--- config.mk ---
export PLATFORM = sky130hd
export DESIGN_NAME = fork_join_sync
export DESIGN_NICKNAME = d
export VERILOG_FILES = /design/src/rtl/fork_join_pkg.sv /design/src/rtl/fork_join_delay.sv /design/src/rtl/fork_join_sync.sv
export SDC_FILE = /design/constraint.sdc
export NUM_CORES = 1
export LEC_CHECK = 0
export ABC_AREA = 1
export CAP_MARGIN = 30
export CELL_PAD_IN_SITES_DETAIL_PLACEMENT = 0
export CELL_PAD_IN_SITES_GLOBAL_PLACEMENT = 1
export CORE_UTILIZATION = 39
export CTS_CLUSTER_DIAMETER = 200
export CTS_CLUSTER_SIZE = 24
export DETAILED_ROUTE_END_ITERATION = 8
export PLACE_DENSITY = 0.83
export SLEW_MARGIN = 20
export SYNTH_ARGS = -nofsm -noshare
export SYNTH_HDL_FRONTEND = slang
export SYNTH_SLANG_ARGS = --single-unit
--- constraint.sdc ---
create_clock -name clk -period 1.81 [get_ports clk]
set_input_delay 0.543 -clock clk [delete_from_list [all_inputs] [get_ports clk]]
set_output_delay 0.543 -clock clk [all_outputs]
set_load 0.02 [all_outputs]
--- src/rtl/fork_join_pkg.sv ---
// Shared types for the fork/join synchroniser.
//   state_e     : controller states (IDLE, LAUNCH, WAIT, DELAY, DRAIN)
//   join_mode_e : join policy latched at fork acceptance
//   decode_mode : maps the raw 2-bit join_mode input onto join_mode_e
package fork_join_pkg;

  typedef enum logic [2:0] {
    ST_IDLE   = 3'd0,
    ST_LAUNCH = 3'd1,
    ST_WAIT   = 3'd2,
    ST_DELAY  = 3'd3,
    ST_DRAIN  = 3'd4
  } state_e;

  typedef enum logic [1:0] {
    JOIN_ALL  = 2'b00,
    JOIN_ANY  = 2'b01,
    JOIN_NONE = 2'b10
  } join_mode_e;

  // Encoding 11 is reserved and behaves like a full join.
  function automatic join_mode_e decode_mode(input logic [1:0] m);
    case (m)
      2'b01:   decode_mode = JOIN_ANY;
      2'b10:   decode_mode = JOIN_NONE;
      default: decode_mode = JOIN_ALL;
    endcase
  endfunction

endpackage

--- src/rtl/fork_join_delay.sv ---
// Post-join delay counter.
//   clk, rst_n : clock, asynchronous active-low reset
//   load_i     : load dly_i into the counter
//   dly_i      : delay value (cycles)
//   run_i      : count down while high
//   expire_o   : high in the run cycle where the count has reached zero
module fork_join_delay #(
  parameter int DLY_W = 8
) (
  input  logic             clk,
  input  logic             rst_n,
  input  logic             load_i,
  input  logic [DLY_W-1:0] dly_i,
  input  logic             run_i,
  output logic             expire_o
);

  logic [DLY_W-1:0] cnt_q, cnt_d;

  always_comb begin
    cnt_d = cnt_q;
    if (load_i)
      cnt_d = dly_i;
    else if (run_i && (cnt_q != '0))
      cnt_d = cnt_q - {{(DLY_W-1){1'b0}}, 1'b1};
  end

  // A load value of N therefore expires in the (N+1)-th run cycle.
  assign expire_o = run_i && !load_i && (cnt_q == '0);

  always_ff @(posedge clk or negedge rst_n) begin
    if (!rst_n) cnt_q <= '0;
    else        cnt_q <= cnt_d;
  end

endmodule

--- src/rtl/fork_join_sync.sv ---
// Fork/join synchroniser: launches NPROC workers, waits on the selected join
// policy, then emits a continuation event after a programmable delay.
//   clk, rst_n : clock, asynchronous active-low reset
//   fork_req   : launch request (level, honoured only in IDLE)
//   join_mode  : 00 all, 01 any, 10 none, 11 as 00
//   delay      : cycles from join_done to cont_evt minus one
//   fork_ack   : pulse, request accepted
//   proc_start : pulse on all worker bits together
//   proc_done  : worker completion pulses
//   join_done  : pulse, join condition met
//   cont_evt   : pulse, continuation event
//   busy       : state != IDLE
module fork_join_sync
  import fork_join_pkg::*;
#(
  parameter int NPROC = 2,
  parameter int DLY_W = 8
) (
  input  logic             clk,
  input  logic             rst_n,
  input  logic             fork_req,
  input  logic [1:0]       join_mode,
  input  logic [DLY_W-1:0] delay,
  output logic             fork_ack,
  output logic [NPROC-1:0] proc_start,
  input  logic [NPROC-1:0] proc_done,
  output logic             join_done,
  output logic             cont_evt,
  output logic             busy
);

  state_e           state_q, state_d;
  join_mode_e       mode_q, mode_d;
  logic [DLY_W-1:0] dly_q, dly_d;
  logic [NPROC-1:0] pend_q, pend_d;
  logic             join_done_q, join_done_d;
  logic             cont_evt_q, cont_evt_d;

  logic [NPROC-1:0] cleared, pend_after;
  logic             dly_load, dly_expire;

  assign cleared    = pend_q & proc_done;
  assign pend_after = pend_q & ~proc_done;

  always_comb begin
    state_d     = state_q;
    mode_d      = mode_q;
    dly_d       = dly_q;
    pend_d      = pend_q;
    join_done_d = 1'b0;
    cont_evt_d  = 1'b0;
    dly_load    = 1'b0;
    case (state_q)
      ST_IDLE: begin
        if (fork_req) begin
          mode_d  = decode_mode(join_mode);
          dly_d   = delay;
          state_d = ST_LAUNCH;
        end
      end
      // proc_done is deliberately not looked at here: workers only start now.
      ST_LAUNCH: begin
        pend_d = '1;
        if (mode_q == JOIN_NONE) begin
          join_done_d = 1'b1;
          dly_load    = 1'b1;
          state_d     = ST_DELAY;
        end else begin
          state_d = ST_WAIT;
        end
      end
      ST_WAIT: begin
        pend_d = pend_after;
        if ((mode_q == JOIN_ANY) ? (|cleared) : (pend_after == '0)) begin
          join_done_d = 1'b1;
          dly_load    = 1'b1;
          state_d     = ST_DELAY;
        end
      end
      ST_DELAY: begin
        pend_d = pend_after;
        if (dly_expire) begin
          cont_evt_d = 1'b1;
          state_d    = ST_DRAIN;
        end
      end
      ST_DRAIN: begin
        pend_d = pend_after;
        if (pend_after == '0) state_d = ST_IDLE;
      end
      default: state_d = ST_IDLE;
    endcase
  end

  always_ff @(posedge clk or negedge rst_n) begin
    if (!rst_n) begin
      state_q     <= ST_IDLE;
      mode_q      <= JOIN_ALL;
      dly_q       <= '0;
      pend_q      <= '0;
      join_done_q <= 1'b0;
      cont_evt_q  <= 1'b0;
    end else begin
      state_q     <= state_d;
      mode_q      <= mode_d;
      dly_q       <= dly_d;
      pend_q      <= pend_d;
      join_done_q <= join_done_d;
      cont_evt_q  <= cont_evt_d;
    end
  end

  fork_join_delay #(.DLY_W(DLY_W)) u_delay (
    .clk      (clk),
    .rst_n    (rst_n),
    .load_i   (dly_load),
    .dly_i    (dly_q),
    .run_i    (state_q == ST_DELAY),
    .expire_o (dly_expire)
  );

  assign fork_ack   = (state_q == ST_LAUNCH);
  assign proc_start = {NPROC{state_q == ST_LAUNCH}};
  assign join_done  = join_done_q;
  assign cont_evt   = cont_evt_q;
  assign busy       = (state_q != ST_IDLE);

endmodule

==> flow_summary.toml, run 1 <==
[grt]
grt_max_degree = 26
grt_overflow = 0
grt_pass1_wl_um = 4640
grt_pass1_vias = 1065
antenna_found_initial = 0
grtUsageTotal_pct = 16.5

[timing]
max_clock_freq_ghz = 0.556
finalMaxSlewViolations = 0
setup_viol_count_final = 0
maxSlewHeadroom_pct = 78.0
worstMarginPinSlew_ns = 0.331
rsz0062_at_grt = "true"
finalHoldViolations = 0
period_needed_ns = 1.80
hold_slack_ns = 0.497
period_share_pct = 99.3
worst_clock_skew_ns = 0.00557

[status]
outcome = "finished clean"

[routing]
first_pass_iters = 4
final_antenna_net_count = 0
drtIter0Drc = 41
via_count = 1189
drc = 0
vias_per_cell = 4.57
wire_per_inst_um = 10.9
routed_wl_um = 2840

[synthesis]
yosys.area.top_type = "dfrtp_1"
netlist.area_leader.share_pct = 45.2
synthCells = 175
synth_most_common_cell = "nand2_1"
avgSynthCellArea_um2 = 7.91
yosys-top-cells-count = "nand2_1 (64), dfrtp_1 (25), inv_1 (17)"
async_flop_share_pct = 100
syn-num-nets = 192
synth_cell_types = 27
synth_area_mm2 = 0.00139
synth_ff_type = "dfrtp_1"
ys_seq_area_share_pct = 45.2
synth_warnings = 0
ys_seq_elements = 25
synth_edf_count = 0
ys_top_cells_by_area = "dfrtp_1 (45%), nand2_1 (17%), inv_1 (4.6%)"

[finish]
diodes = 0
drive_gt1_share_pct = 21.5
syn_to_final_growth_pct = 27.9
final_nets = 232
fillers = 361
seqCellArea_um2 = 626
multi_input_area_um2 = 653

[clock_network]
cts_made_buffers = 3
cts_root_buf = "clkbuf_4"
clock-sinks = 25
cts.reportedPaths.clkPinSlew_ns = 0.15
htree_levels = 1
cts_tree = "built"
cts.path.max_buffers = 2
insertion_delay_ns = 0.32

[power]
vdd_drop_max_mv = 0.683
leakagePower_nw = 0.928
p_per_area_mw_per_mm2 = 1630
clkPwrFrac_pct = 9.3
p_sw_share_pct = 43.8
power_mw = 2.89
p_comb_share_pct = 56.2
p_seq_share_pct = 34.5
switchingPower_mw = 1.27
p_int_mw = 1.62

[floorplan]
die-area_mm2 = 0.00379
die_y_um = 61.6
rows = 21
initial_core_util_pct = 41.2
fp.dieW_um = 61.6
ios = 21
fp.coreArea_mm2 = 0.00336

[setup_path]
path_class = "reg2out"
worstPathArrival_ns = 1.25
crit_fanout = 4
cp-end-kind = "primary output"
start_kind = "flop"
worstPathRequired_ns = 1.27

[place]
gp_congestion = 0.808
io_buffers = 20
hpwl_um = 2100

[min_path]
hold_class = "reg2reg"

[flow_run]
cap_violations = 0
worst max-delay path, cell delays in order (launching register included):
cell	delay (ns)
dfrtp_1	0.43
inv_2	0.07
nor3_4	0.24
buf_4	0.19
kinds of logic (layout without fill, tap and decap cells):
family	Yosys count	count (layout)	share of synthesized area (%)
flip-flops	25	25	45.2
adder cells (fa/ha/maj)	2	2	1.81
AO/OA/AOI/OAI	8	8	3.34
AND/OR/NAND/NOR	111	111	38.7
XOR/XNOR	5	5	3.16
buffers and inverters	24	63	7.86
routing by layer:
metal / vias to the layer above / part of all wire (%) / GRT usage (%)
met2: 11 / 48 / 25.8
met3: 2 / 1.7 / 1.89
met1: 544 / 50 / 23.8
met5: - / 0 / 0
li1: 632 / - / -
met4: 0 / 0.88 / 5.71
power by group through the flow:
stage                     clock (mW)  combinational (mW)  sequential [mW]
after floorplan                    0                1.09            0.994
after global placement             0                1.55             1.00
after detailed placement           0                1.58             1.02
after CTS                      0.278                1.63            0.995
after global routing           0.303                1.81             1.03
final                          0.267                1.62            0.996
path summary, 6_finish.rpt:
path	startpoint	to	slack (ns)	depth (start not counted)
hold / removal	dly_q[1]$_DFFE_PN0P_	dly_q[1]$_DFFE_PN0P_	0.50	2
max in group asynchronous	rst_n	mode_q[1]$_DFFE_PN0P_	1.00	2
min in group asynchronous	rst_n	u_delay.cnt_q[3]$_DFFE_PN0P_	0.56	2
hold reg to reg	dly_q[1]$_DFFE_PN0P_	dly_q[1]$_DFFE_PN0P_	0.50	2
setup / recovery	state_q[0]$_DFFE_PN0P_	proc_start[0]	0.01	3
setup reg to reg	state_q[1]$_DFFE_PN0P_	state_q[1]$_DFFE_PN0P_	0.20	13
timing repair:
| item | 4_1_cts | 5_1_grt |
|---|---|---|
| gates resized for setup | 21 | 1 |
| hold buffers | 0 | 0 |
| endpoints found under the setup margin | 6 | 4 |
| pin swaps | 1 | 1 |
| buffers inserted | 3 | 1 |
cell usage in the layout, fill, tap and decap left out, drive strengths merged:
master / n
nand2: 67
buf: 23
clkdlybuf4s50: 14
nor3: 1
ha: 2
or2: 2
dlygate4sd2: 2
clkinvlp: 1
o21ai: 6
a21oi: 1
nor2: 15
xor2: 2
o31ai: 1
xnor2: 3
nand3: 17
inv: 20
dfrtp: 25
nand4: 9
clkbuf: 3
sequential cells by signal, summed over array words and instances (netlist names):
signal,count
state_q,3
pend_q,2
dly_q,8
u_delay.cnt_q,8
cont_evt,1
join_done,1
mode_q,2
through the flow:
stage | std cells | utilization (%) | setup WS (ns) | instance area, um^2 | TNS [ns]
after floorplan | 175 | - | 0.189 | 1390 | 0
after global placement | 252 | 51.3 | -0.0499 | 1720 | -0.203
after detailed placement | 252 | 51.3 | -0.0783 | 1720 | -0.610
after CTS | 259 | 52.6 | -0.0128 | 1770 | -0.0306
after global routing | 260 | 52.7 | -0.0666 | 1770 | -0.194
final | 260 | 52.7 | 0.0128 | 1770 | 0
cell type report:
type	count	share of cell area [%]
multi-input combinational	126	36.9
inverter	20	4.38
clock buffer	3	1.27
timing repair buffer	39	18.5
tap	46	3.25
clock inverter	1	0.424
sequential	25	35.3
Power figures use the tool's default switching activity.
==> run 2: changes to the inputs <==
--- a/config.mk
+++ b/config.mk
@@ -11,7 +11,6 @@
 export CELL_PAD_IN_SITES_GLOBAL_PLACEMENT = 1
 export CORE_UTILIZATION = 39
 export CTS_CLUSTER_DIAMETER = 200
-export CTS_CLUSTER_SIZE = 24
 export DETAILED_ROUTE_END_ITERATION = 8
 export PLACE_DENSITY = 0.83
 export SLEW_MARGIN = 20
==> results of run 2 <==
No change in the layout: final DEF, timing and power equal those of run 1.
